[config.mk]
export PLATFORM = sky130hd
export DESIGN_NAME = val2_seq_shifter
export DESIGN_NICKNAME = d
export VERILOG_FILES = /design/src/rtl/val2_seq_shifter_pkg.sv /design/src/rtl/val2_seq_shifter_shift_step.sv /design/src/rtl/val2_seq_shifter.sv
export SDC_FILE = /design/constraint.sdc
export NUM_CORES = 1
export LEC_CHECK = 0
export BUFFER_PORTS_ARGS = -buffer_cell sky130_fd_sc_hd__buf_2
export CAP_MARGIN = 25
export CORE_ASPECT_RATIO = 0.9
export CORE_MARGIN = 2
export CORE_UTILIZATION = 40
export CTS_CLUSTER_DIAMETER = 30
export DETAILED_ROUTE_END_ITERATION = 8
export HOLD_SLACK_MARGIN = 0.15
export PLACE_DENSITY = 0.56
export SLEW_MARGIN = 5
export SYNTH_ARGS = -nofsm -noshare
export SYNTH_HDL_FRONTEND = slang
export SYNTH_SLANG_ARGS = --single-unit
[constraint.sdc]
create_clock -name clk -period 5.27 [get_ports clk]
set_input_delay 0 -clock clk [delete_from_list [all_inputs] [get_ports clk]]
set_output_delay 0 -clock clk [all_outputs]
set_load 0.05 [all_outputs]
[src/rtl/val2_seq_shifter_pkg.sv]
// +--------------------------------------------------------------------+
// | val2_seq_shifter_pkg : shared types and constants for val2 shifter |
// | Rev 1.0                                                            |
// +--------------------------------------------------------------------+
`default_nettype none

package val2_seq_shifter_pkg;

  localparam int   REGISTER_LEN = 32;
  localparam logic ENABLE       = 1'b1;
  localparam logic DISABLE      = 1'b0;

  typedef enum logic [1:0] {
    LSL_SHIFT_STATE = 2'b00,
    LSR_SHIFT_STATE = 2'b01,
    ASR_SHIFT_STATE = 2'b10,
    ROR_SHIFT_STATE = 2'b11
  } shift_t;

  typedef enum logic [1:0] {
    SH_IDLE  = 2'b00,
    SH_SHIFT = 2'b01,
    SH_DONE  = 2'b10
  } state_t;

  // Register-specified amounts are clamped so every shift finishes within 33 single-bit moves.
  function automatic logic [5:0] reg_shift_amt(input shift_t t, input logic [7:0] rs);
    logic [5:0] amt;
    case (t)
      LSL_SHIFT_STATE, LSR_SHIFT_STATE: amt = (rs > 8'd33) ? 6'd33 : rs[5:0];
      ASR_SHIFT_STATE:                  amt = (rs > 8'd32) ? 6'd32 : rs[5:0];
      default: amt = (rs[4:0] == 5'd0 && rs != 8'd0) ? 6'd32 : {1'b0, rs[4:0]};
    endcase
    return amt;
  endfunction

endpackage

`default_nettype wire

[src/rtl/val2_seq_shifter_shift_step.sv]
// +--------------------------------------------------------------------+
// | shift_step : combinational single-step shifter, k = 0..32 bits     |
// | Rev 1.0                                                            |
// +--------------------------------------------------------------------+
`default_nettype none

module shift_step
  import val2_seq_shifter_pkg::*;
(
  input  logic [REGISTER_LEN-1:0] value,
  input  shift_t                  shift_type,
  input  logic [5:0]              k,
  input  logic                    carry_in,
  output logic [REGISTER_LEN-1:0] value_out,
  output logic                    carry_out
);

  logic        [32:0] w_lsl;
  logic        [32:0] w_lsr;
  logic signed [32:0] w_sext;
  logic signed [32:0] w_asr;
  logic        [63:0] w_ror;

  // A guard bit beside the word catches the last bit shifted out.
  assign w_lsl  = {1'b0, value} << k;
  assign w_lsr  = {value, 1'b0} >> k;
  assign w_sext = {value, 1'b0};
  assign w_asr  = w_sext >>> k;
  assign w_ror  = {value, value} >> k;

  always_comb begin
    value_out = value;
    carry_out = carry_in;
    case (shift_type)
      LSL_SHIFT_STATE: begin
        value_out = w_lsl[31:0];
        if (k != 6'd0) carry_out = w_lsl[32];
      end
      LSR_SHIFT_STATE: begin
        value_out = w_lsr[32:1];
        if (k != 6'd0) carry_out = w_lsr[0];
      end
      ASR_SHIFT_STATE: begin
        value_out = w_asr[32:1];
        if (k != 6'd0) carry_out = w_asr[0];
      end
      default: begin
        value_out = w_ror[31:0];
        if (k != 6'd0) carry_out = w_ror[31];
      end
    endcase
  end

endmodule

`default_nettype wire

[src/rtl/val2_seq_shifter.sv]
// +--------------------------------------------------------------------+
// | val2_seq_shifter : multi-cycle ARM operand-2 generator, handshaked |
// | Rev 1.0                                                            |
// +--------------------------------------------------------------------+
`default_nettype none

module val2_seq_shifter
  import val2_seq_shifter_pkg::*;
#(
  parameter int STEP      = 8,
  parameter bit FAST_ZERO = 1'b1
) (
  input  logic                    clk,
  input  logic                    rst,
  input  logic                    flush,
  input  logic                    in_valid,
  output logic                    in_ready,
  input  logic [REGISTER_LEN-1:0] Rm,
  input  logic [7:0]              Rs,
  input  logic [11:0]             shift_operand,
  input  logic                    immd,
  input  logic                    is_mem_command,
  input  logic                    carry_in,
  output logic                    out_valid,
  input  logic                    out_ready,
  output logic [REGISTER_LEN-1:0] val2_out,
  output logic                    carry_out,
  output logic                    busy
);

  localparam logic [5:0] STEP_K = 6'(STEP);

  state_t                  r_state, w_state_next;
  logic [REGISTER_LEN-1:0] r_val;
  shift_t                  r_type;
  logic [5:0]              r_amt;
  logic                    r_carry;
  logic                    r_rrx;

  logic [REGISTER_LEN-1:0] w_dec_val;
  shift_t                  w_dec_type;
  logic [5:0]              w_dec_amt;
  logic                    w_dec_rrx;

  logic [5:0]              w_k, w_amt_next;
  logic [REGISTER_LEN-1:0] w_bs_val, w_step_val;
  logic                    w_bs_carry, w_step_carry;
  logic                    w_load, w_fast, w_finish;

  // Decode at acceptance: memory offset beats immediate beats register forms.
  always_comb begin
    w_dec_val  = Rm;
    w_dec_type = shift_t'(shift_operand[6:5]);
    w_dec_amt  = 6'd0;
    w_dec_rrx  = DISABLE;
    if (is_mem_command) begin
      w_dec_val  = {20'b0, shift_operand};
      w_dec_type = LSL_SHIFT_STATE;
    end else if (immd) begin
      w_dec_val  = {24'b0, shift_operand[7:0]};
      w_dec_type = ROR_SHIFT_STATE;
      w_dec_amt  = {1'b0, shift_operand[11:8], 1'b0};
    end else if (!shift_operand[4]) begin
      w_dec_amt = {1'b0, shift_operand[11:7]};
      if (shift_operand[11:7] == 5'd0) begin
        case (w_dec_type)
          LSR_SHIFT_STATE, ASR_SHIFT_STATE: w_dec_amt = 6'd32;
          ROR_SHIFT_STATE: begin
            w_dec_amt = 6'd1;
            w_dec_rrx = ENABLE;
          end
          default: w_dec_amt = 6'd0;
        endcase
      end
    end else begin
      w_dec_amt = reg_shift_amt(w_dec_type, Rs);
    end
  end

  assign w_k        = (r_amt > STEP_K) ? STEP_K : r_amt;
  assign w_amt_next = r_amt - w_k;

  shift_step u_shift_step (
    .value      (r_val),
    .shift_type (r_type),
    .k          (w_k),
    .carry_in   (r_carry),
    .value_out  (w_bs_val),
    .carry_out  (w_bs_carry)
  );

  // RRX rotates the old carry into bit 31 instead of bit 0.
  assign w_step_val   = r_rrx ? {r_carry, r_val[31:1]} : w_bs_val;
  assign w_step_carry = r_rrx ? r_val[0] : w_bs_carry;

  always_comb begin
    w_state_next = r_state;
    w_load       = DISABLE;
    w_fast       = DISABLE;
    w_finish     = DISABLE;
    case (r_state)
      SH_IDLE: begin
        if (in_valid) begin
          w_load = ENABLE;
          if (w_dec_amt == 6'd0 && FAST_ZERO) begin
            w_fast       = ENABLE;
            w_state_next = SH_DONE;
          end else begin
            w_state_next = SH_SHIFT;
          end
        end
      end
      SH_SHIFT: begin
        if (w_amt_next == 6'd0) begin
          w_finish     = ENABLE;
          w_state_next = SH_DONE;
        end
      end
      SH_DONE: if (out_ready) w_state_next = SH_IDLE;
      default: w_state_next = SH_IDLE;
    endcase
    if (flush) begin
      w_state_next = SH_IDLE;
      w_load       = DISABLE;
      w_fast       = DISABLE;
      w_finish     = DISABLE;
    end
  end

  always_ff @(posedge clk or posedge rst) begin
    if (rst) r_state <= SH_IDLE;
    else     r_state <= w_state_next;
  end

  always_ff @(posedge clk or posedge rst) begin
    if (rst) begin
      r_val     <= '0;
      r_type    <= LSL_SHIFT_STATE;
      r_amt     <= 6'd0;
      r_carry   <= 1'b0;
      r_rrx     <= 1'b0;
      val2_out  <= '0;
      carry_out <= 1'b0;
    end else if (w_load) begin
      r_val   <= w_dec_val;
      r_type  <= w_dec_type;
      r_amt   <= w_dec_amt;
      r_carry <= carry_in;
      r_rrx   <= w_dec_rrx;
      if (w_fast) begin
        val2_out  <= w_dec_val;
        carry_out <= carry_in;
      end
    end else if (r_state == SH_SHIFT && !flush) begin
      r_val   <= w_step_val;
      r_carry <= w_step_carry;
      r_amt   <= w_amt_next;
      if (w_finish) begin
        val2_out  <= w_step_val;
        carry_out <= w_step_carry;
      end
    end
  end

  assign in_ready  = (r_state == SH_IDLE);
  assign out_valid = (r_state == SH_DONE);
  assign busy      = (r_state != SH_IDLE);

endmodule

`default_nettype wire

==> run summary <==
first-pass GRT wire length -> 55.4 mm
clk sinks -> 77
Max Root-Sink Buffers -> 2
area of the core -> 20600 µm²
drc violations -> 0
Startpoint Class -> register
Register Area -> 1930 µm²
CTS H-tree depth -> 3
syn avg cell area -> 7.49 µm²
cell area after synthesis -> 8320 µm²
fillers -> 2086
number of synthesized flops with an enable pin -> 0
antenna fix cells -> 0
Post-Syn Instances -> 1110
prevailing post-synth register cell -> dfrtp_1
CP Cell Sequence -> nor3_4 > buf_4 > nor2_1 > a221oi_1 > mux2i_1 > a2111oi_0 > nor3_1 > a21oi_1
routed vias/inst -> 6.87
grt ovf -> 0
maximum fanout along the worst path -> 39
relative slew slack -> 28.0%
actual slew at the worst max-slew pin -> 1.08 ns
Netlist cell types -> 79
Max VDD drop -> 0.272 mV
FMAX -> 273 MHz
Final Max Tran Viols -> 0
CP endpoint kind -> register
Core Util, Final -> 45.1%
Yosys reg bits -> 77
maximum number of pins on one net before global-route repair -> 78
initial core utilization -> 40.4%
pwr/cell area -> 740 nW/µm²
slowest CP cell -> nor3_4
Initial DRC Count -> 1781
number of global-route vias before repair -> 8644
Vias -> 9597
layout cells sized above 1 -> 18.7%
die area -> 22000 µm²
Final setup viols -> 0
io pins -> 96
max cap viols -> 0
area of the multi-input gates -> 5720 µm²
CP max stage delay -> 0.66 ns
Post-DRT Antenna Nets -> 0
final clock skew -> 0.0142 ns
gpl congestion -> 1.02
Final min period -> 3.67 ns
sequential element share of the synthesized area -> 23.2%
initial antenna violation count -> 2
YS warnings -> 0
Post-Syn Nets -> 1176
CTS root buffer -> clkbuf_16
drt pass-1 iters -> 6
setup_tns -> 0 ns
CP top delay family -> compound AO/OA/AOI/OAI gates
critical path class -> reg -> reg
Async S/R FF share, synth -> 100%
Routed WL -> 36.6 mm
Clock Pin Slew Worst Setup and Hold Paths -> 0.07 ns
Fin Hold WS -> 0.160 ns
CP bufs+invs -> 1
RSZ-0062 raised after global routing -> false
Die H -> 141 µm
area grow syn2layout -> 11.7%
status -> completed
num rows -> 50
endpoints failing hold -> 0
CTS buffer count -> 9
Wirelength per Cell -> 26.2 µm
DPL Wire Length -> 25.2 mm
TritonCTS clock tree -> built
final-stage net count -> 1198
CP arrival -> 3.96 ns
worst path required time -> 5.56 ns
GR Util All Layers -> 33.0%
worst skew pair latency -> 0.37 ns
Final Cycle Share -> 69.6%
port bufs -> 95
Leak -> 0.00380 µW
hold crit path type -> in -> reg
Die X -> 156 µm
-- power by group --
| group | internal, µW | switching, µW |
|---|---|---|
| Sequential | 856 | 653 |
| Combinational | 1580 | 3140 |
| Clock | 340 | 307 |
| Total | 2780 | 4100 |
-- per-stage QoR --
step	total power, µW	instance area, µm²	cells	worst slack, ns
floorplan	4560	8320	1110	2.72
global placement	5980	8770	1360	1.42
detailed placement	5970	8770	1360	1.48
CTS	6650	9250	1395	1.45
global route	7160	9290	1397	1.30
finish	6870	9290	1397	1.60
-- routing by layer --
metal  GRT usage [%]  wire (µm)  vias to the layer above  part of all wire (%)
met5               0          0                        -                     0
met4            12.3       1440                        0                   3.9
met3            7.96       4670                      113                    13
met2            46.3      14900                      744                    41
met1            48.6      15600                     4544                    43
li1                -          -                     4196                     -
-- cell usage after synthesis (all sizes together) (7+ instances only) --
cell type / instances / area, µm²
nand2b: 8 / 50.1
nor3b: 9 / 67.6
a22oi: 13 / 97.6
o221ai: 8 / 70.1
a31oi: 37 / 231
nor3: 30 / 171
nand4: 7 / 43.8
buf: 46 / 262
a21oi: 96 / 480
a211oi: 28 / 215
inv: 36 / 135
a2111oi: 9 / 78.8
nor2b: 14 / 87.6
o211ai: 16 / 120
and3: 7 / 43.8
o21ai: 57 / 285
o22ai: 11 / 68.8
and2: 7 / 43.8
clkbuf: 83 / 313
nand3: 37 / 185
a221oi: 13 / 120
o21a: 8 / 60.1
mux2: 45 / 507
or3: 8 / 50.1
nand2: 138 / 518
dfrtp: 77 / 1930
mux2i: 72 / 721
nor2: 69 / 259
-- flip-flops by register name (all words and copies together), names as in the netlist --
signal,count
r_state,2
r_rrx,1
carry_out,1
r_val,32
val2_out,32
r_type,2
r_carry,1
r_amt,6
-- tightest hold or removal path: cells and delay by family --
kind	cells	cell delay [ns]
buf+inv	1	0.08
simple gates	1	0.04
compound gates	3	0.36
-- cell type report --
type	instances	share of cell area (%)
multi-input combinational	867	61.6
sequential	77	20.8
timing repair buffer	140	9.52
tap	260	3.50
clock buffer	10	2.57
inverter	37	1.51
clock inverter	6	0.566
-- what timing repair did --
item                      4_1_cts  5_1_grt
hold buffers                   19        0
resized for setup               0        0
buffers inserted                0        0
hold endpoints to repair       99        0
-- worst paths after layout --
| path | end | from | cells after the start | slack [ns] |
|---|---|---|---|---|
| setup / recovery | r_val[14] | r_amt[3] | 8 | 1.60 |
| hold / removal | r_val[1] | shift_operand[1] | 5 | 0.16 |
| setup reg to reg | r_val[14] | r_amt[3] | 8 | 1.60 |
| hold reg to reg | val2_out[4] | val2_out[4] | 1 | 0.49 |
| max in group asynchronous | r_val[20] | rst | 5 | 4.38 |
| min in group asynchronous | val2_out[24] | rst | 4 | 0.28 |
-- layout by cell type, fill, tap and decap left out, drive strengths merged, types with 14 or more instances in the layout --
cell           n
a211oi        28
a21oi         96
a31oi         37
buf          121
dfrtp         77
dlygate4sd3   19
inv           38
mux2          45
mux2i         72
nand2        138
nand3         37
nor2          69
nor2b         14
nor3          30
o211ai        16
o21ai         57
-- kinds of logic (layout without fill, tap and decap cells) --
group / Yosys count / after routing / share of synthesized area, %
compound gates: 381 / 381 / 31.2
fa+ha+maj: 6 / 6 / 0.903
buf+inv: 166 / 193 / 8.58
flops: 77 / 77 / 23.2
other cells: 1 / 1 / 0.0451
mux: 118 / 118 / 15.0
simple gates: 361 / 361 / 21.1
No activity file was read; power rests on OpenSTA's default activity.
